==> src/rtl/if_pkg.sv <==
// Shared types and constants for the instruction-fetch stage.
// Build option IF_SKID_BUF_EN selects a two-entry fetch buffer instead of one.
package if_pkg;

  localparam int XLEN = 32;
  localparam logic [XLEN-1:0] PC_INCR = 32'd4;

`ifdef IF_SKID_BUF_EN
  localparam int FETCH_DEPTH = 2;
`else
  localparam int FETCH_DEPTH = 1;
`endif

  typedef enum logic [1:0] {
    REQ  = 2'd0,
    WAIT = 2'd1,
    HOLD = 2'd2,
    DROP = 2'd3
  } fetch_state_t;

  typedef struct packed {
    logic [XLEN-1:0] pc;
    logic [XLEN-1:0] instr;
  } fetch_entry_t;

endpackage

==> src/rtl/if_fetch_stage_fetch_buf.sv <==
// fetch_buf: small in-order FIFO of fetched {pc, instr} entries.
// Entry 0 is always the head; a pop shifts the remaining entries down.
module fetch_buf
  import if_pkg::*;
#(
  parameter int DEPTH = 1,
  localparam int CW = $clog2(DEPTH + 1)
) (
  input  logic         clk,
  input  logic         reset,
  input  logic         push,
  input  fetch_entry_t push_data,
  input  logic         pop,
  input  logic         clear,
  output fetch_entry_t head,
  output logic [CW-1:0] count,
  output logic         full,
  output logic         empty
);

  fetch_entry_t mem   [DEPTH];
  fetch_entry_t mem_n [DEPTH];
  logic [CW-1:0] wr_idx;

  // A simultaneous pop and push writes the new entry into the slot the shift frees.
  always_comb begin
    mem_n  = mem;
    wr_idx = count - CW'(pop);
    if (pop) begin
      for (int i = 0; i < DEPTH - 1; i++) mem_n[i] = mem[i+1];
    end
    if (push) begin
      for (int i = 0; i < DEPTH; i++) begin
        if (CW'(i) == wr_idx) mem_n[i] = push_data;
      end
    end
  end

  always_ff @(posedge clk or negedge reset) begin
    if (!reset) begin
      count <= '0;
      mem   <= '{default: '0};
    end else if (clear) begin
      count <= '0;
    end else begin
      count <= count + CW'(push) - CW'(pop);
      mem   <= mem_n;
    end
  end

  assign head  = mem[0];
  assign full  = (count == CW'(DEPTH));
  assign empty = (count == '0);

endmodule

==> src/rtl/if_fetch_stage.sv <==
// if_fetch_stage: PC, instruction-memory handshake FSM and IF/ID register.
// Buffer depth is 1 by default, 2 when IF_SKID_BUF_EN is defined.
module if_fetch_stage
  import if_pkg::*;
#(
  parameter int              XLEN     = 32,
  parameter logic [XLEN-1:0] RESET_PC = 32'h0000_0000
) (
  input  logic            clk,
  input  logic            reset,
  input  logic            stall,
  input  logic            flush,
  input  logic [XLEN-1:0] redirect_pc,
  output logic            imem_req,
  output logic [XLEN-1:0] imem_addr,
  input  logic            imem_gnt,
  input  logic            imem_rvalid,
  input  logic [XLEN-1:0] imem_rdata,
  output logic [XLEN-1:0] pc_IF_ID,
  output logic [XLEN-1:0] inCode_IF_ID,
  output logic [XLEN-1:0] returnAddr_IF_ID,
  output logic            valid_IF_ID
);

  localparam int CW = $clog2(FETCH_DEPTH + 1);

  fetch_state_t    state, state_n;
  logic [XLEN-1:0] pc;
  logic [XLEN-1:0] inflight_pc;
  logic            req, push, pop, space, outstanding;
  fetch_entry_t    head;
  logic [CW-1:0]   count;
  logic            full, empty;

  assign pop         = !flush && !stall && !empty;
  assign push        = (state == WAIT) && imem_rvalid && !flush && (!full || pop);
  assign outstanding = (state == WAIT);

  // The in-flight word already owns a slot, so a new request needs one more beyond it.
  assign space = (int'(count) + int'(outstanding) - int'(pop)) < FETCH_DEPTH;

  assign imem_req  = req && !flush && reset;
  assign imem_addr = pc;

  fetch_buf #(.DEPTH(FETCH_DEPTH)) u_fetch_buf (
    .clk       (clk),
    .reset     (reset),
    .push      (push),
    .push_data ('{pc: inflight_pc, instr: imem_rdata}),
    .pop       (pop),
    .clear     (flush),
    .head      (head),
    .count     (count),
    .full      (full),
    .empty     (empty)
  );

  always_ff @(posedge clk or negedge reset) begin
    if (!reset) state <= REQ;
    else        state <= state_n;
  end

  always_comb begin
    state_n = state;
    req     = 1'b0;
    case (state)
      REQ: begin
        req = 1'b1;
        if (imem_gnt) state_n = WAIT;
      end
      WAIT: begin
        if (imem_rvalid) begin
          if (space) begin
            req     = 1'b1;
            state_n = imem_gnt ? WAIT : REQ;
          end else begin
            state_n = HOLD;
          end
        end
      end
      HOLD: begin
        if (space) state_n = REQ;
      end
      DROP: begin
        if (imem_rvalid) state_n = REQ;
      end
      default: state_n = REQ;
    endcase
    // A response still in flight at flush time must be swallowed in DROP.
    if (flush) begin
      state_n = ((state == WAIT || state == DROP) && !imem_rvalid) ? DROP : REQ;
    end
  end

  always_ff @(posedge clk or negedge reset) begin
    if (!reset) begin
      pc          <= RESET_PC & ~XLEN'(3);
      inflight_pc <= '0;
    end else if (flush) begin
      pc <= redirect_pc & ~XLEN'(3);
    end else if (imem_req && imem_gnt) begin
      pc          <= pc + XLEN'(PC_INCR);
      inflight_pc <= pc;
    end
  end

  always_ff @(posedge clk or negedge reset) begin
    if (!reset) begin
      pc_IF_ID         <= '0;
      inCode_IF_ID     <= '0;
      returnAddr_IF_ID <= '0;
      valid_IF_ID      <= 1'b0;
    end else if (flush) begin
      pc_IF_ID         <= '0;
      inCode_IF_ID     <= '0;
      returnAddr_IF_ID <= '0;
      valid_IF_ID      <= 1'b0;
    end else if (!stall) begin
      if (!empty) begin
        pc_IF_ID         <= head.pc;
        inCode_IF_ID     <= head.instr;
        returnAddr_IF_ID <= head.pc + XLEN'(PC_INCR);
        valid_IF_ID      <= 1'b1;
      end else begin
        pc_IF_ID         <= '0;
        inCode_IF_ID     <= '0;
        returnAddr_IF_ID <= '0;
        valid_IF_ID      <= 1'b0;
      end
    end
  end

endmodule

==> config.mk <==
export PLATFORM = sky130hd
export DESIGN_NAME = if_fetch_stage
export DESIGN_NICKNAME = d
export VERILOG_FILES = /design/src/rtl/if_pkg.sv /design/src/rtl/if_fetch_stage_fetch_buf.sv /design/src/rtl/if_fetch_stage.sv
export SDC_FILE = /design/constraint.sdc
export NUM_CORES = 1
export LEC_CHECK = 0
export ABC_AREA = 1
export CAP_MARGIN = 40
export CORE_MARGIN = 2
export CORE_UTILIZATION = 35
export CTS_BUF_LIST = sky130_fd_sc_hd__clkbuf_16
export CTS_CLUSTER_DIAMETER = 120
export DETAILED_ROUTE_END_ITERATION = 10
export SLEW_MARGIN = 20
export SYNTH_ARGS = -nofsm -noshare
export SYNTH_HDL_FRONTEND = slang
export SYNTH_SLANG_ARGS = --single-unit
==> constraint.sdc <==
create_clock -name clk -period 1.9 [get_ports clk]
set_clock_uncertainty 0.05 [all_clocks]
set_input_delay 0.285 -clock clk [delete_from_list [all_inputs] [get_ports clk]]
set_output_delay 0.285 -clock clk [all_outputs]
set_load 0.01 [all_outputs]
Word-level counts from Yosys, hierarchy flattened --
Index checks and enable logic that the tools add are counted.
Word-level totals: bits in registers 228, latch bits 0, RAM bits 0, ROM bits 0, input port bits 70, output and inout bits 130, word-level logic and storage cells 75, memories kept 0
Operators by class: $add $sub $neg 7, $mul 0, div/mod/pow operators 0, order comparisons 1, eq/ne operators 8, shifts and indexed selects 0, mux-type cells 27, bitwise logic cells 2, reduce and logical (&&, ||, !) cells 20
Operators by type and width (count):
- 32-bit two-way mux | 11
- 32-bit by 3-bit adder with 32-bit output (second input constant) | 2
- 2-bit two-way mux | 7
- 3-bit != test (second input constant) | 4
- 1-bit logical AND | 9
- 2-bit one-hot mux with 4 select lines | 1
- 1-bit two-way mux | 7
- 2-bit equality test (second input constant) | 2
- 1-bit logical NOT | 4
- 4-bit AND reduction | 1
- 3-bit by 2-bit < comparator with 1-bit output (second input constant) | 1
- 3-bit AND reduction | 1
- 2-bit by 1-bit subtractor with 3-bit output | 1
- 1-bit by 1-bit adder with 2-bit output | 1
- 2-bit by 1-bit equality test with 1-bit output (second input constant) | 1
- 2-bit logical NOT | 1
- 1-bit logical OR | 2
- 2-bit by 1-bit != test with 1-bit output (second input constant) | 1
- 1-bit NOT | 2
- 1-bit one-hot mux with 2 select lines | 1
- 2-bit AND reduction | 1
- 2-bit nonzero test | 1
- 1-bit subtractor | 2
- 1-bit adder | 1

Longest topological paths before layout --
Gate-level depths: netlist (run 1).
depth after elaboration 13, depth in mapped cells 15, depth with buffers taken out 14

Cells and area by module --
From an unflattened synthesis (run 1), not the netlist that was laid out.
Unflattened totals: cells, all modules 1246, area, all modules 10452.5 um^2
Modules (own cells, without submodules):
- if_fetch_stage | instances 1, cells each 954, area an instance 7737.4 um^2, seq. area each 3928.8 um^2
- fetch_buf | instances 1, cells each 292, area an instance 2715.1 um^2, seq. area each 1626.6 um^2

Least setup slack after synthesis (run 1) --
Ideal clock, no wire load.
kind register to register, start point register state[0], end point register inflight_pc[10], library setup time 0.117 ns, arrival 1.795 ns, data required time 1.733 ns, setup slack -0.062 ns, stages on the path, launching flop included 15, path buffers 2, clock period less this slack 1.962 ns, cell sequence dfrtp_1 > inv_1 > nor2_2 > ha_1 > inv_1 > ha_1 > inv_1 > o21bai_1 > nand2_1 > o21ai_2 > nand3_2 > buf_6 > buf_2 > nand2_1 > nand2_1
Between the ends: word-level cells in the longest chain between the ends 11, elaborated cells on any way between the ends 12, those cells by class 2 x add/sub; 1 x order compare; 1 x eq/ne; 3 x mux; 5 x reduce/logical
RTL lines:
- start, declared | line if_fetch_stage.sv:27 | fetch_state_t state, state_n;
- start signal, assigned | line if_fetch_stage.sv:60 | else state <= state_n;
- 2-bit by 1-bit equality test with 1-bit output | line if_fetch_stage.sv:37, if_fetch_stage.sv:66
- 1-bit by 1-bit adder with 2-bit output | line if_fetch_stage.sv:40 | assign space = (int'(count) + int'(outstanding) - int'(pop)) < FETCH_DEPTH;
- 2-bit by 1-bit subtractor with 3-bit output | line if_fetch_stage.sv:40
- 3-bit by 2-bit < comparator with 1-bit output | line if_fetch_stage.sv:40
- 1-bit two-way mux | line if_fetch_stage.sv:73 | if (space) begin
- 1-bit two-way mux | line if_fetch_stage.sv:72 | if (imem_rvalid) begin
- 1-bit one-hot mux with 2 select lines (*) | line if_fetch_stage.sv:66 | case (state)
- 1-bit logical AND (*) (2 in series) | line if_fetch_stage.sv:42 | assign imem_req = req && !flush && reset;
- 1-bit logical AND (*) | line if_fetch_stage.sv:101 | end else if (imem_req && imem_gnt) begin
- 2-bit AND reduction (no source line) (*)
- end signal, assigned | line if_fetch_stage.sv:103 | inflight_pc <= pc;
- end, declared | line if_fetch_stage.sv:29 | logic [XLEN-1:0] inflight_pc;
Every way passes the cells marked *; elsewhere a longest branch is shown, timed or not. A chain may end at the register's enable or synchronous reset.

Worst setup path after layout (run 1) --
start point register u_fetch_buf.count, end point register pc[16], in the netlist imem_addr[16]
Between the ends: word-level cells in the longest chain between the ends 10, elaborated cells on any way between the ends 11, those cells by class 2 x add/sub; 1 x order compare; 3 x mux; 5 x reduce/logical
RTL lines:
- start, declared | line if_fetch_stage_fetch_buf.sv:16 | output logic [CW-1:0] count,
- start signal, assigned | line if_fetch_stage_fetch_buf.sv:46 | count <= count + CW'(push) - CW'(pop);
- 1-bit by 1-bit adder with 2-bit output / 1-bit logical AND (equally long branches) | line if_fetch_stage.sv:40, if_fetch_stage.sv:35
- 2-bit by 1-bit subtractor with 3-bit output (*) | line if_fetch_stage.sv:40
- 3-bit by 2-bit < comparator with 1-bit output (*) | line if_fetch_stage.sv:40
- 1-bit two-way mux (*) | line if_fetch_stage.sv:73
- 1-bit two-way mux (*) | line if_fetch_stage.sv:72
- 1-bit one-hot mux with 2 select lines (*) | line if_fetch_stage.sv:66
- 1-bit logical AND (*) (2 in series) | line if_fetch_stage.sv:42
- 1-bit logical AND (*) | line if_fetch_stage.sv:101
- 2-bit nonzero test (no source line) (*)
- end signal, assigned | line if_fetch_stage.sv:97 | pc <= RESET_PC & ~XLEN'(3);
- end signal, assigned | line if_fetch_stage.sv:100 | pc <= redirect_pc & ~XLEN'(3);
- end signal, assigned | line if_fetch_stage.sv:102 | pc <= pc + XLEN'(PC_INCR);
- end, declared | line if_fetch_stage.sv:28 | logic [XLEN-1:0] pc;
Marked as above.

==> results list, run 1 <==
* Status: finished, violations left
* Violations in the final reports: setup timing
- Synthesis handed over a netlist of 1202 instances.
- Leading cell types by count after synthesis: nand2_1 (359), dfrtp_1 (219), nor2_1 (127)
- Number of standard cells in the layout, taps in and fillers out: 1887
* Number of fill cells in the layout: 2521
- The slowest stage of the critical path is the dfrtp_1 cell.
* Net count of the finished layout: 1564
- Max-cap violations in this run came to 0.
- The first global-routing pass estimated 49000 µm of wire.
- ANT nets after route: 0
* Startpoint class of the critical path: register
- The initial utilization of the core area, before any placement, comes to 0.357.
- Number of H-tree levels: 1
* DP Wirelength: 19600 µm
- Setup TNS: -18810 ps
- Prior to clock tree synthesis, the placed netlist has a worst setup slack of -757 ps.
* Mean instance size in the synthesized netlist: 8.27 µm²
* Post-route worst hold slack: 292 ps
- Cell area after technology mapping: 9940 µm²
* Max VDD drop: 0.616 mV
- The most critical setup path has its endpoint at imem_addr[16].
* Count of pins on the block boundary: 200
- Total global-route track usage: 0.200
- Counting flops with a built-in enable in the synthesized netlist gives 0.
- Placed cell count: 1795
- Core footprint: 27900 µm²
* Vertical die dimension: 173 µm
* Detailed-route via count: 9189
* Clock tree from TritonCTS: built
* Post-route fraction of the period consumed by the critical path: 1.22
- Number of cell instances on the worst register-to-register path: 18
* Die ar.: 29800 µm²
- The clock passes through at most 3 buffers.
- The clock reaches the later pin of the worst-skew pair after 520 ps.
* Slew margin rel.: 0.495
* Tmin final: 2320 ps
- Measured slew at the worst slew-check pin: 758 ps
- In this design, the stage delay of the slowest critical-path cell is 360 ps.
* Proportion of register bits with asynchronous set or reset after synthesis: 1.00
* Reg2reg start: u_fetch_buf.count
* Antenna violations before repair: 0
* Buffering stage count on the worst path with inverters included: 9
* Kind of end point of the critical path: register
- Via count of the first global-routing pass: 9268
* Leakage power figure: 7.29 nW
* Internal power: 11.0 mW
- Worst EP arrival: 2670 ps
* Sequential Area: 5510 µm²
- The most common cell in the synthesized netlist is nand2_1.
* Part of the power in combinational logic: 0.304
- Summed over all instances, the cell type with the most area after synthesis is dfrtp_1.
- The area growth from synthesis to layout is 52.6%.
* Hold crit path type: input pin to register
- Peak Freq: 430 MHz
* Req. time, crit path: 2240 ps
* Proportion of power drawn by the clock network: 0.284
- The number of antenna diodes in the final layout is 0.
- The final max-slew violation count is 0.
- Synthesis inferred 219 register bits.
* Count of synthesis-stage warnings from yosys: 0
- Number of hold violations in the final report: 0
- The first detailed-routing pass ran for 6 iterations.
* Least setup slack across all paths after layout: -424 ps
* Drt first-iter violations: 624
* Reg2reg setup slack: -420 ps
* CP Class: register to register
- In this run the power spent charging and discharging nets is 5.57 mW.
- The endpoint identified for the worst register-to-register timing path is imem_addr[16].
* Peak fanout along the critical path: 5
- Worst path cell trace: inv_2 -> nor2_4 -> ha_4 -> inv_2 -> ha_4 -> inv_2 -> o21bai_1 -> nand2_1 -> o21ai_2 -> buf_4 -> nand3_4 -> buf_12 -> clkinv_8 -> buf_12 -> buf_12 -> buf_16 -> nand2_4 -> nand3_2
- Number of CTS-inserted buffers: 25
* CTS Sinks: 219
- Critical Path Start: u_fetch_buf.count
- Family of cells with the greatest summed delay on the critical path: buffers and inverters
- Placed cell area: 12700 µm²
- Largest cells by area after synthesis: dfrtp_1 (55%), nand2_1 (14%), nand3_1 (5.1%)
- Port buffering added 195 buffers.
- Fraction of final layout cells sized beyond drive strength 1: 0.227
- Entering global routing, the biggest net connects 127 pins.
- Of the post-synthesis cell area, the dominant cell type holds 0.551.
- Number of placement rows: 61
- The netlist uses 38 different library cells.
- For this run, design rule violations remaining after detail routing come to 0.
- Wire length after detailed routing: 30400 µm
- Cell area power density: 1090 nW/µm²
- Of the total power, the share spent switching nets is 0.336.
- Routability-driven placement finished with a final weighted congestion of 0.873.
* Multi-input gate area in the final layout: 4620 µm²
- In the final routed layout, each cell accounts on average for 16.1 µm.
- After routing the design area is 15200 µm².
- Crit. path cell count: 18
- After clock tree synthesis, the clock-pin slew on the worst setup and hold paths is 60 ps.
* Final Setup Violations: 61
- The tree is rooted in a clkbuf_16.
- Detail-routed via count per cell: 4.87
- The die is 173 µm wide.
- After global routing the overflow that remains totals 0.
- Register share of total power: 0.412
- Setup repair after global routing could not meet its margin everywhere.
- For this run, the leading register cell type out of synthesis is dfrtp_1.
- Register area share after synthesis: 0.551
-- worst min-delay path by stage --
stage / startpoint / endpoint / slack (ps) / cells past startpoint
2_1_floorplan: reset / imem_addr[10] / -60 / 0
3_3_place_gp: reset / state[0] / 360 / 2
3_5_place_dp: reset / state[0] / 360 / 2
4_1_cts: imem_rdata[17] / u_fetch_buf.head[17] / 280 / 3
5_1_grt: imem_rdata[12] / u_fetch_buf.head[12] / 310 / 3
6_report: imem_rdata[23] / u_fetch_buf.head[23] / 290 / 3
-- power groups by stage --
stage | combinational, mW | clock [mW] | sequential, mW
after floorplan | 2.12 | 0 | 6.66
after global placement | 3.83 | 0 | 6.70
after detailed placement | 3.91 | 0 | 6.74
after CTS | 4.65 | 4.78 | 6.75
after global routing | 5.57 | 5.00 | 7.01
final | 5.05 | 4.71 | 6.84
-- kinds of logic (layout without fill, tap and decap cells) --
family,count (synthesis),in the layout,share of synthesized area
AO/OA/AOI/OAI,173,173,0.0937
XOR/XNOR,18,18,0.0159
adder cells (fa/ha/maj),4,4,0.00503
buffers and inverters,159,463,0.0693
flip-flops,219,219,0.551
multiplexers,8,8,0.00906
other,1,3,0.000377
AND/OR/NAND/NOR,620,621,0.256
-- metal layers --
metal / GRT usage / part of all wire
met5: 0 / 0
met4: 0.0591 / 0.030
met3: 0.0334 / 0.056
met2: 0.322 / 0.46
met1: 0.279 / 0.45
-- flip-flops by register name, summed over array words and instances, names as in the netlist --
name and cells:
returnAddr_IF_ID 30, imem_addr 30, inCode_IF_ID 32, state 2, pc_IF_ID 31, u_fetch_buf.head 62, u_fetch_buf.count 1, valid_IF_ID 1
inflight_pc 30
-- what timing repair did --
item,in CTS,in global routing
gates cloned,16,2
buffers inserted,17,17
resized for setup,179,113
endpoints found under the setup margin,75,104
pin swaps,29,24
hold buffers,1,0
hold endpoints to repair,219,0
-- worst min-delay path, cell delays in order --
cell,delay [ps]
clkdlybuf4s50_1,400
nor2_1,100
a21oi_1,40
-- stage by stage --
step	total power, mW	utilization
after global routing	17.6	0.545
after global placement	10.5	0.457
final	16.6	0.545
after floorplan	8.78	-
after detailed placement	10.6	0.457
after CTS	16.2	0.527
-- cells in the final DEF (no fill, tap or decap), types with 3 or more instances in the layout --
cell type and n:
a21oi_1 56, a22o_1 7, buf_12 16, buf_16 12, buf_4 77, buf_6 8
buf_8 3, bufinv_16 3, clkbuf_16 27, clkdlybuf4s50_1 187, clkinv_1 6, clkinv_2 4
conb_1 3, dfrtp_1 195, dfrtp_2 24, dlymetal6s2s_1 6, inv_1 101, inv_2 8
mux2_2 8, nand2_1 294, nand2_2 25, nand2_4 42, nand3_1 53, nand3_2 40
nand3_4 10, nand4_1 11, nor2_1 125, nor2_2 5, nor2_4 5, nor3_1 7
o21ai_0 68, o21ai_1 14, o21ai_2 16, xnor2_1 3, xor2_1 15
-- cell type report --
type | instances | area share
clock buffer | 25 | 0.0412
clock inverter | 21 | 0.0113
inverter | 104 | 0.0265
multi-input combinational | 827 | 0.304
sequential | 219 | 0.363
tap | 378 | 0.0312
timing repair buffer | 313 | 0.222
Power figures use the tool's default switching activity.
==> inputs of run 2 (changes only) <==
==> constraint.sdc (replaced) <==
create_clock -name clk -period 2.3 [get_ports clk]
set_clock_uncertainty 0.05 [all_clocks]
set_input_delay 0.345 -clock clk [delete_from_list [all_inputs] [get_ports clk]]
set_output_delay 0.345 -clock clk [all_outputs]
set_load 0.01 [all_outputs]
==> run 2 against run 1 <==
The run still ends with setup timing left. Worst setup slack gained 350 ps. Highest routed layer unchanged. Non-clock buffer count shrank 72. Largest cell class unchanged. Total power shrank 25%. Via count shrank 6.3%. Critical path type is now register to output pin.
==> results list, run 2 (synthesis results as in run 1) <==
- Proportion of power drawn by the clock network: 0.310
- The first global-routing pass estimated 44300 µm of wire.
* Core footprint: 27900 µm²
- The multi-input combinational cells in the finished layout cover a total of 3830 µm².
- Using the TritonRoute via totals, the vias-per-cell ratio works out to 4.75.
- Leaving out fill and tap cells, the most frequent cells in the layout are nand2_1 (358), dfrtp_1 (219), clkdlybuf4s50_1 (192).
* Pins over their slew limit: 0
* Peak fanout along the critical path: 2
- Maximum number of pins on one net before global-route repair: 121
* Clock tree from TritonCTS: built
* Setup TNS: -74.2 ps
- Switching power: 4.03 mW
- Number of fill cells in the layout: 2710
- Sequential Area: 5480 µm²
- Startpoint class of the critical path: register
- Leakage power figure: 6.29 nW
- The count of endpoints failing hold in the final timing report came to 0.
- Of the total power, the share spent switching nets is 0.322.
- Drt first-iter violations: 569
- The tree is rooted in a clkbuf_16.
- Req. time, crit path: 1900 ps
- The final reports fail on setup timing.
- Part of the power in combinational logic: 0.246
- Most frequent standard cell in the layout excluding fill and tap cells: nand2_1
- Average wire per cell in the routed design: 14.7 µm
- The worst pin sits at a relative slew slack of 0.536.
* Measured slew at the worst slew-check pin: 696 ps
- CP Class: register to output pin
* Setup WS pre-CTS: -489 ps
- Clock slew at reported path FFs: 60 ps
- After layout, the worst setup slack is -74.2 ps.
- Setup violations remaining at the end of the flow were counted as 1.
- Max-capacitance violation count: 0
- During I/O placement, the number of pins put on the boundary was 200.
* Cell area power density: 938 nW/µm²
- Status: finished, violations left
- Post-route fraction of the period consumed by the critical path: 1.03
- IR analysis of the VDD net gives a maximum drop of 0.490 mV.
* Ant. Diodes: 0
* Kind of end point of the critical path: output pin
- The clock passes through at most 3 buffers.
- The count of buffers added on input and output ports is 195.
- Timing would allow up to 421 MHz.
- The via count of the first global-routing pass came to 8454.
- In this run the core area contains 61 standard-cell rows.
- Net count of the finished layout: 1492
- The final route contains 8607 vias.
* Starting density of the core: 0.357
- The tightest min-delay check is of the input pin to register type.
* Antenna violations before repair: 0
- Number of CTS-inserted buffers: 26
- Number of standard cells in the layout, taps in and fillers out: 1812
* Count of TritonRoute iterations in the first routing pass: 5
- The die is 173 µm tall.
* Fraction of final layout cells sized beyond drive strength 1: 0.0809
- Final cell utilization of the core: 0.478
- Data arrives at the worst endpoint at 1980 ps.
- RSZ-0062 raised after global routing: yes
- Detailed placement ended at an HPWL of 19200 µm.
- Number of flip-flops under the largest register name: 62
- Total global-route track usage: 0.179
- Worst-skew pair later-pin latency: 520 ps
- The congestion estimate from routability-driven global placement came to 0.884.
* Die Width: 173 µm
- Placed cell count: 1764
- Wire length after detailed routing: 26600 µm
* CTS Sinks: 219
* Count of unresolved DRC violations after routing: 0
- Internal power: 8.47 mW
- Counting I/O delays and the setup requirement, the final critical path takes 2370 ps.
* Area growth, synth to finish: 34.0%
- The die covers 29800 µm².
- Once detail routing completed, the nets flagged for antenna violations numbered 0.
- Number of H-tree levels: 1
* Register share of total power: 0.444
* Grt ovf: 0
## run 2: changes by cell type in the layout (fill, tap and decap cells not counted), sizes merged, moves of 4 or more
cell,previous run,this run
clkinv,11,7
dlymetal6s2s,6,1
clkdlybuf4s50,187,192
buf,117,47
## run 2: worst max-delay path: stages, from the launching register on
cell,delay [ps]
dfrtp_1,390
inv_2,80
nor2_4,40
ha_4,160
inv_4,50
ha_4,120
inv_2,30
o21bai_1,130
nand2_1,100
o21ai_2,130
nand2_1,70
inv_1,50
buf_2,120
## run 2: per-stage QoR
stage,total power [mW],cell area [µm²],hold WS (ps)
2_1_floorplan,7.25,9950,-0.591
3_3_place_gp,8.56,12400,409
3_5_place_dp,8.64,12400,413
4_1_cts,12.6,13300,322
5_1_grt,13.3,13300,353
6_report,12.5,13300,343
## run 2: what timing repair did
item / in CTS / in global routing
setup endpoints to repair: 1 / 33
gates resized for setup: 6 / 12
pin swaps: 3 / 7
cloned: 0 / 0
hold buffers: 1 / 0
setup buffers: 2 / 1
hold endpoints to repair: 176 / 0
## run 2: path summary, 6_finish.rpt
path	from	to	slack (ps)	depth (start not counted)
hold reg to reg	inflight_pc[13]	inflight_pc[13]	420	2
hold / removal	redirect_pc[21]	imem_addr[21]	340	3
min in group asynchronous	reset	u_fetch_buf.count	490	3
max in group asynchronous	reset	u_fetch_buf.head[56]	610	4
setup / recovery	state[0]	imem_req	-70	12
setup reg to reg	state[0]	imem_addr[19]	190	14
## run 2: metal layers
layer / vias to the layer above / part of all wire / global-route usage
met1: 4016 / 0.49 / 0.261
met2: 258 / 0.43 / 0.275
li1: 4294 / - / -
met3: 39 / 0.060 / 0.0332
met5: - / 0 / 0
met4: 0 / 0.018 / 0.0420
## run 2: area by class of cell
| type | count | area share |
|---|---|---|
| Sequential cell | 219 | 0.411 |
| Inverter | 104 | 0.0295 |
| Tap cell | 378 | 0.0355 |
| Clock buffer | 27 | 0.0507 |
| Clock inverter | 17 | 0.00986 |
| Multi-Input combinational cell | 826 | 0.288 |
| Timing Repair Buffer | 241 | 0.176 |
## run 2: power by group through the flow
stage	clock, mW	combinational (mW)	sequential (mW)
after detailed placement	0	3.05	5.59
after global placement	0	2.98	5.57
after global routing	4.15	3.51	5.69
after floorplan	0	1.75	5.50
after CTS	3.99	3.09	5.54
final	3.87	3.08	5.55
